===== src/rtl/cpu_pkg.sv =====
// Shared widths, opcode constants and types for the accumulator CPU front end.
package cpu_pkg;

  localparam int ADDR_W  = 8;
  localparam int OPC_W   = 5;
  localparam int MODE_W  = 3;
  localparam int DATA_W  = 8;
  localparam int INSTR_W = OPC_W + MODE_W + DATA_W;

  // Opcode that stops the fetch engine; all ones of the opcode field.
  localparam logic [OPC_W-1:0] HALT_OPC = {OPC_W{1'b1}};

  typedef enum logic [1:0] {
    IDLE  = 2'd0,
    FETCH = 2'd1,
    HALT  = 2'd2
  } fetch_state_t;

  // Instruction word layout, MSB first.
  typedef struct packed {
    logic [OPC_W-1:0]  opc;
    logic [MODE_W-1:0] mode;
    logic [DATA_W-1:0] data;
  } instr_t;

endpackage


===== src/rtl/instr_ram.sv =====
// Instruction store: one synchronous write port for program load and one
// registered read port with read enable. Contents survive reset.
module instr_ram #(
  parameter int AW = 8,
  parameter int DW = 16
) (
  input  logic          clk,
  input  logic          we_i,
  input  logic [AW-1:0] waddr_i,
  input  logic [DW-1:0] wdata_i,
  input  logic          re_i,
  input  logic [AW-1:0] raddr_i,
  output logic [DW-1:0] rdata_o
);

  logic [DW-1:0] mem [2**AW];
  logic [DW-1:0] rdata_q;

  // Write and registered read; rdata holds whenever the read is not enabled.
  always_ff @(posedge clk) begin
    if (we_i) begin
      mem[waddr_i] <= wdata_i;
    end
    if (re_i) begin
      rdata_q <= mem[raddr_i];
    end
  end

  assign rdata_o = rdata_q;

endmodule


===== src/rtl/instr_fetch_unit.sv =====
// Instruction fetch front end: PC, fetch FSM, request tracking and the
// fetch/decode stage register around a synchronous instruction RAM.
//
// state | meaning
// IDLE  | not fetching; program load allowed; pc retained
// FETCH | issuing one read per unstalled cycle, staging returned words
// HALT  | halt opcode captured; waits for a branch; program load allowed
module instr_fetch_unit #(
  parameter int ADDR_W = cpu_pkg::ADDR_W,
  parameter int OPC_W  = cpu_pkg::OPC_W,
  parameter int MODE_W = cpu_pkg::MODE_W,
  parameter int DATA_W = cpu_pkg::DATA_W,
  parameter logic [OPC_W-1:0] HALT_OPC = {OPC_W{1'b1}}
) (
  input  logic                            clk,
  input  logic                            rst,
  input  logic                            run,
  input  logic                            stall,
  input  logic                            branch_valid,
  input  logic [ADDR_W-1:0]               branch_target,
  input  logic                            prog_we,
  input  logic [ADDR_W-1:0]               prog_addr,
  input  logic [OPC_W+MODE_W+DATA_W-1:0]  prog_wdata,
  output logic [ADDR_W-1:0]               pc,
  output logic [OPC_W-1:0]                instr_opc,
  output logic [MODE_W-1:0]               instr_mode,
  output logic [DATA_W-1:0]               instr_data,
  output logic [ADDR_W-1:0]               instr_pc,
  output logic                            instr_valid,
  output logic                            halted,
  output logic                            busy
);

  import cpu_pkg::*;

  localparam int INSTR_W = OPC_W + MODE_W + DATA_W;

  fetch_state_t      state_q, state_d;
  logic [ADDR_W-1:0] pc_q, pc_d;
  logic              req_valid_q, req_valid_d;
  logic [ADDR_W-1:0] req_pc_q, req_pc_d;
  logic [OPC_W-1:0]  opc_q, opc_d;
  logic [MODE_W-1:0] mode_q, mode_d;
  logic [DATA_W-1:0] data_q, data_d;
  logic [ADDR_W-1:0] instr_pc_q, instr_pc_d;
  logic              instr_valid_q, instr_valid_d;
  logic              halted_q, halted_d;

  logic               ram_re;
  logic               ram_we;
  logic [INSTR_W-1:0] ram_rdata;
  logic [OPC_W-1:0]   rd_opc;
  logic [MODE_W-1:0]  rd_mode;
  logic [DATA_W-1:0]  rd_data;

  // Loading the program while fetching would race the read path, so it is
  // only accepted outside FETCH.
  assign ram_we = prog_we && (state_q != FETCH);

  instr_ram #(
    .AW (ADDR_W),
    .DW (INSTR_W)
  ) u_ram (
    .clk     (clk),
    .we_i    (ram_we),
    .waddr_i (prog_addr),
    .wdata_i (prog_wdata),
    .re_i    (ram_re),
    .raddr_i (pc_q),
    .rdata_o (ram_rdata)
  );

  assign rd_opc  = ram_rdata[INSTR_W-1 -: OPC_W];
  assign rd_mode = ram_rdata[DATA_W +: MODE_W];
  assign rd_data = ram_rdata[DATA_W-1:0];

  // Next-state logic: branch beats run-drop, stall and halt detection.
  always_comb begin
    state_d       = state_q;
    pc_d          = pc_q;
    req_valid_d   = req_valid_q;
    req_pc_d      = req_pc_q;
    opc_d         = opc_q;
    mode_d        = mode_q;
    data_d        = data_q;
    instr_pc_d    = instr_pc_q;
    instr_valid_d = instr_valid_q;
    halted_d      = halted_q;
    ram_re        = 1'b0;

    case (state_q)
      IDLE: begin
        if (run) begin
          state_d = FETCH;
        end
      end

      FETCH: begin
        if (branch_valid) begin
          pc_d          = branch_target;
          req_valid_d   = 1'b0;
          instr_valid_d = 1'b0;
          if (!run) begin
            state_d = IDLE;
          end
        end else if (!run) begin
          state_d       = IDLE;
          req_valid_d   = 1'b0;
          instr_valid_d = 1'b0;
        end else if (!stall) begin
          if (req_valid_q && (rd_opc == HALT_OPC)) begin
            // pc already points past the halt word; no new read is issued.
            state_d       = HALT;
            halted_d      = 1'b1;
            req_valid_d   = 1'b0;
            instr_valid_d = 1'b0;
          end else begin
            ram_re      = 1'b1;
            pc_d        = pc_q + ADDR_W'(1);
            req_valid_d = 1'b1;
            req_pc_d    = pc_q;
            if (req_valid_q) begin
              opc_d         = rd_opc;
              mode_d        = rd_mode;
              data_d        = rd_data;
              instr_pc_d    = req_pc_q;
              instr_valid_d = 1'b1;
            end
          end
        end
      end

      HALT: begin
        if (branch_valid) begin
          state_d       = FETCH;
          pc_d          = branch_target;
          halted_d      = 1'b0;
          req_valid_d   = 1'b0;
          instr_valid_d = 1'b0;
        end
      end

      default: begin
        state_d = IDLE;
      end
    endcase
  end

  // State, PC, request and stage registers with synchronous reset.
  always_ff @(posedge clk) begin
    if (rst) begin
      state_q       <= IDLE;
      pc_q          <= '0;
      req_valid_q   <= 1'b0;
      req_pc_q      <= '0;
      opc_q         <= '0;
      mode_q        <= '0;
      data_q        <= '0;
      instr_pc_q    <= '0;
      instr_valid_q <= 1'b0;
      halted_q      <= 1'b0;
    end else begin
      state_q       <= state_d;
      pc_q          <= pc_d;
      req_valid_q   <= req_valid_d;
      req_pc_q      <= req_pc_d;
      opc_q         <= opc_d;
      mode_q        <= mode_d;
      data_q        <= data_d;
      instr_pc_q    <= instr_pc_d;
      instr_valid_q <= instr_valid_d;
      halted_q      <= halted_d;
    end
  end

  assign pc          = pc_q;
  assign instr_opc   = opc_q;
  assign instr_mode  = mode_q;
  assign instr_data  = data_q;
  assign instr_pc    = instr_pc_q;
  assign instr_valid = instr_valid_q;
  assign halted      = halted_q;
  assign busy        = (state_q == FETCH);

endmodule


===== config.mk =====
export PLATFORM = sky130hd
export DESIGN_NAME = instr_fetch_unit
export DESIGN_NICKNAME = d
export VERILOG_FILES = /design/src/rtl/cpu_pkg.sv /design/src/rtl/instr_ram.sv /design/src/rtl/instr_fetch_unit.sv
export SDC_FILE = /design/constraint.sdc
export NUM_CORES = 2
export LEC_CHECK = 0
export BUFFER_PORTS_ARGS = -buffer_cell sky130_fd_sc_hd__buf_2
export CORE_ASPECT_RATIO = 0.8
export CORE_MARGIN = 10
export CORE_UTILIZATION = 57
export DETAILED_ROUTE_END_ITERATION = 8
export HOLD_SLACK_MARGIN = 0.06
export PLACE_DENSITY = 0.73
export RECOVER_POWER = 25
export REMOVE_ABC_BUFFERS = 1
export SETUP_SLACK_MARGIN = 0.15
export SKIP_CTS_REPAIR_TIMING = 1
export SLEW_MARGIN = 20
export SYNTH_ARGS = -nofsm -noshare
export SYNTH_HDL_FRONTEND = slang
export SYNTH_SLANG_ARGS = --single-unit

===== constraint.sdc =====
create_clock -name clk -period 3.05 [get_ports clk]
set_clock_uncertainty 0.15 [all_clocks]
set_input_delay 0.4575 -clock clk [delete_from_list [all_inputs] [get_ports clk]]
set_output_delay 0.4575 -clock clk [all_outputs]
set_load 0.02 [all_outputs]

Word level (Yosys, flattened, before mapping). Memory sizes are Yosys's and may differ from the RTL's. A register that Yosys moved wholly into a read port is not among the register bits. Cells that the tools add are included. Widths: inputs -> output; s select.

Register bits after elaboration: 45. Memory bits (writable): 4096. Bits of input ports: 38. Output and inout bits: 35. Logic and storage cells: 81. Memories kept: 1.

Memories: u_ram.mem (words 256, bits a word 16, rd ports 1, clocked after memory_dff 1, wr ports 1, line instr_ram.sv:16) `logic [DW-1:0] mem [2**AW];`.

Add/sub/neg operators: 1. Equality and inequality tests: 18. Muxes and demuxes: 37. Bitwise operators: 3. Reduce and logical (&&, ||, !) cells: 11.

Operators with widths (number): $mux 8 (5); $mux 1 (20); $pmux 8 s2 (1); $ne 3x3->1 const B (5); $reduce_and 5->1 (3); $mux 2 (7); $reduce_and 6->1 (2); $ne 2x2->1 const B (5); $add 8x1->8 const B (1); $pmux 1 s2 (3); $pmux 2 s3 (1); $eq 5x5->1 const B (1); $ne 5x3->1 const B (1); $ne 2x1->1 const B (2); $ne 4x4->1 const B (1); $reduce_and 4->1 (1); $ne 3x2->1 const B (1); $not 1->1 (3); $reduce_and 3->1 (1); $eq 2x1->1 const B (1); $eq 2x2->1 const B (1); $logic_and 1x1->1 (2); $logic_not 2->1 (1); $reduce_bool 2->1 (1).

Longest topological paths before layout.
Depth in word-level cells: 7. Gate-level depth with buffers: 13. Gate-level depth less buffers: 9.

Hierarchy. From an unflattened synthesis, not the netlist that was laid out.

Cell total of the unflattened synthesis: 7605. Area total of the unflattened synthesis: 160874.3 um2.

By module, submodules not included: instr_ram (times used 1, cells an instance 7360, area an instance 158874.9 um2, sequential area each 123478.4 um2); instr_fetch_unit (times used 1, cells an instance 245, area an instance 1999.4 um2, sequential area each 900.9 um2).

Worst setup path before layout. OpenSTA, ideal clock, no wires.

Kind: register to register. From: reg pc_q[0] (netlist: pc[0]). To: reg u_ram.rdata_q[11] (netlist: u_ram.rdata_o[11]), read port of u_ram.mem (data pin). Library setup time: 0.273 ns. Arrival time: 2.679 ns. Required time: 2.627 ns. Path slack: -0.053 ns. Cell stages (with the launch flop): 11. Buffers on the path: 5. Clock period less this slack: 3.103 ns. Path through: dfxtp_1 > buf_6 > buf_6 > buf_6 > buf_2 > buf_4 > mux4_2 > a22oi_1 > nor2_1 > o41ai_2 > o211ai_1.

RTL lines: from (decl) (line instr_fetch_unit.sv:39) `logic [ADDR_W-1:0] pc_q, pc_d;`; from (signal assigned) (line instr_fetch_unit.sv:164) `pc_q <= pc_d;`; to (decl) (line instr_ram.sv:17) `logic [DW-1:0] rdata_q;`.

==> results by group <==
Run status
  • Outcome: finished with violations
  • Violated checks: capacitance limit, slew limit, setup timing

STA
  • Post-route setup slack: -0.449 ns
  • Fin crit share: 1.15
  • Slew HR: -1.08
  • Setup-failing EPs final: 317
  • Fmax: 286 MHz
  • Final hold violations: 0
  • Final count of pins violating max slew: 934
  • Fin crit period: 3.50 ns
  • RSZ-0062 raised after global routing: true
  • Worst-Margin Slew: 3.12 ns

Route
  • Initial DRC count: 16300
  • Drt pass-1 iters: 9
  • Avg Vias per Cell: 6.97
  • WL final: 475000 um
  • Routed via count: 87700
  • Routed WL per cell: 37.8 um
  • Routed Antenna Nets: 0
  • DRC viols: 0

Synth
  • Synth Area per Inst: 22.0 um^2
  • Flops & latches, synth: 4157
  • Post-synth cell types: 65
  • Seq/Total Area, Yosys: 0.776
  • Async S/R FF share, synth: 0
  • Synth warn: 0
  • Top cell type by total area after synthesis: edfxtp_1
  • Post-synth top area share: 0.771
  • Number of flops mapped to enable cells by yosys: 4112
  • Post-Syn Area: 160000 um^2
  • Area contributors post-synth: edfxtp_1, mux4_2, mux2i_1
  • Cells after Synth: 7287
  • Synth Flop Type: edfxtp_1

Worst setup path
  • CP top delay family: multiplexers
  • CP max stage cell: mux4_2
  • Critical path arrival: 4.01 ns
  • Largest stage delay on the critical path: 0.59 ns
  • CP Depth: 10
  • Most used cell, CP: buf_12
  • Critical Path RT: 3.56 ns
  • R2R depth: 10
  • Worst setup SP type: register
  • Buf/Inv on CP: 4
  • Crit. Startpoint: pc[1]
  • Critical path type: reg2reg
  • RR Startpoint: pc[1]
  • Critical path fanouts, max: 22
  • CP Capture Type: register
  • CP Cell Sequence: buf_12 > buf_12 > buf_12 > buf_4 > mux4_2 > mux4_2 > o22ai_1 > a31oi_2 > o21ai_2 > o22ai_1

Clock network
  • Clock tree sinks: 4157
  • Clk slew on worst S/H paths: 0.06 ns
  • H-tree depth: 5
  • Clock root buffer: clkbuf_16
  • Clock latency on the worst-skew pair: 0.92 ns
  • TritonCTS buffer count: 388
  • TritonCTS clock tree: yes
  • Clock buffer depth: 4

Power
  • Total power after layout: 129000 uW
  • Maximum VDD drop: 0.000634 V
  • Leak: 0.0602 uW
  • Power density cells: 676 nW/um^2

Floorplan
  • I/O pin cnt: 73
  • Die ar.: 303000 um^2
  • Die X: 613 um
  • Row count: 174
  • Die Ht: 494 um
  • Core box area: 280000 um^2
  • Initial Utilization: 0.571

Cells and area
  • Area grow syn2layout: 18.8%
  • Fin util: 0.678
  • Final Non-Filler Cells: 12600
  • Most common cell after layout, fill and taps aside: edfxtp_1
  • FF+latch area: 124000 um^2
  • Commonest cells after routing, fill and taps aside: edfxtp_1, mux4_2, buf_4, clkbuf_16, mux2i_1
  • Multi-input logic area: 34300 um^2
  • Filler cells: 16500
  • Final nets: 8593
  • Share of cells above drive strength 1: 0.346

Global routing
  • Number of global-route vias before repair: 84500
  • Grt ovf: 0
  • First-pass GRT wire length: 652000 um
  • Antenna violations before repair: 31
  • Largest net degree at the start of global routing: 131
  • GRT Total Usage: 0.305

Worst hold path
  • Worst Hold Depth: 2
  • Class of the most critical hold timing path: in2reg
  • Hold Startpoint: rst

Placement
  • Placed Instances: 11700
  • I/O Buffers: 72
  • GP Congestion: 0.935
  • DP Wirelength: 287000 um

Run
  • Max Cap Viol: 14
-- report_power, final --
group / internal, uW / total, uW / switching, uW
logic: 7800 / 17600 / 9800
registers: 62900 / 63000 / 94.6
clock network: 27000 / 48000 / 21000
total: 97700 / 129000 / 30900
-- metrics by stage --
| step | instance area [um^2] | setup TNS [ns] | hold WS (ns) | worst slack [ns] |
|---|---|---|---|---|
| floorplan | 158000 | -2200.15 | 0.276 | -52.37 |
| global placement | 176000 | -10.19 | 0.295 | -0.965 |
| detailed placement | 176000 | -10.45 | 0.298 | -1.01 |
| CTS | 188000 | -11.08 | -0.311 | -1.02 |
| global route | 190000 | -69.84 | 0.0713 | -0.450 |
| finish | 190000 | -34.04 | 0.0686 | -0.449 |
-- final timing paths --
| kind | end | slack (ns) |
|---|---|---|
| max | u_ram.rdata_o[14] | -0.45 |
| min | instr_pc[4] | 0.07 |
| max reg2reg | u_ram.rdata_o[14] | -0.45 |
| min reg2reg | instr_opc[0] | 0.30 |
-- sequential cells by signal (all words and copies together) (netlist names), 2 cells and up --
register / cells
u_ram.mem: 4096
u_ram.rdata_o: 16
instr_data: 8
instr_pc: 8
pc: 8
req_pc_q: 8
instr_opc: 5
instr_mode: 3
state_q: 2
-- synthesized netlist by cell type (4+ instances only) --
cell type and n:
o211ai_1 16, nor2b_1 18, or3_1 5, nand2b_1 6, a22oi_1 47, nand2_1 207
o31ai_1 5, buf_6 70, nor2_1 316, mux2i_1 384, dfxtp_1 45, o221ai_1 34
o21ai_0 77, inv_1 6, a22o_1 8, o21ai_1 20, mux2_2 14, nor3_1 10
a222oi_1 9, edfxtp_1 4112, buf_8 4, ha_1 5, a221oi_1 102, o211a_1 4
o21a_1 8, a31oi_1 12, o22ai_1 56, nand4_1 12, a21o_1 12, a311oi_1 9
buf_2 93, a21oi_1 184, a211oi_1 33, buf_4 48, nand3_1 36, o32ai_1 6
and2_1 5, clkbuf_1 195, and3_1 4, buf_1 27, mux4_2 981
-- metal layers --
layer / global-route usage / vias to the layer above / routed length, um
met5: 0 / - / 494
met4: 0.133 / 34 / 26200
met3: 0.0956 / 1221 / 69700
met2: 0.451 / 7606 / 214000
met1: 0.423 / 45400 / 165000
li1: - / 33400 / -
-- worst reg2reg max path: stages (launching register included) --
cell and delay, ns:
dfxtp_4 0.49, buf_12 0.23, buf_12 0.23, buf_12 0.22, buf_4 0.18, mux4_2 0.33
mux4_2 0.59, o22ai_1 0.22, a31oi_2 0.12, o21ai_2 0.31, o22ai_1 0.15
-- area by class of cell --
class                           count  area share
Tap cell                         3696      0.0243
Timing Repair Buffer             1310      0.0762
Clock buffer                      467      0.0530
Sequential cell                  4157       0.654
Antenna cell                       18    0.000237
Clock inverter                    233      0.0119
Multi-Input combinational cell   2683       0.180
Inverter                           10    0.000243
-- cells by family after synthesis --
kind of cell    share of synthesized area
mux                                 0.163
fa+ha+maj                        0.000391
flops                               0.776
simple gates                       0.0163
compound gates                     0.0281
buf+inv                            0.0159
Note: power is estimated with default switching activity, not from simulation.
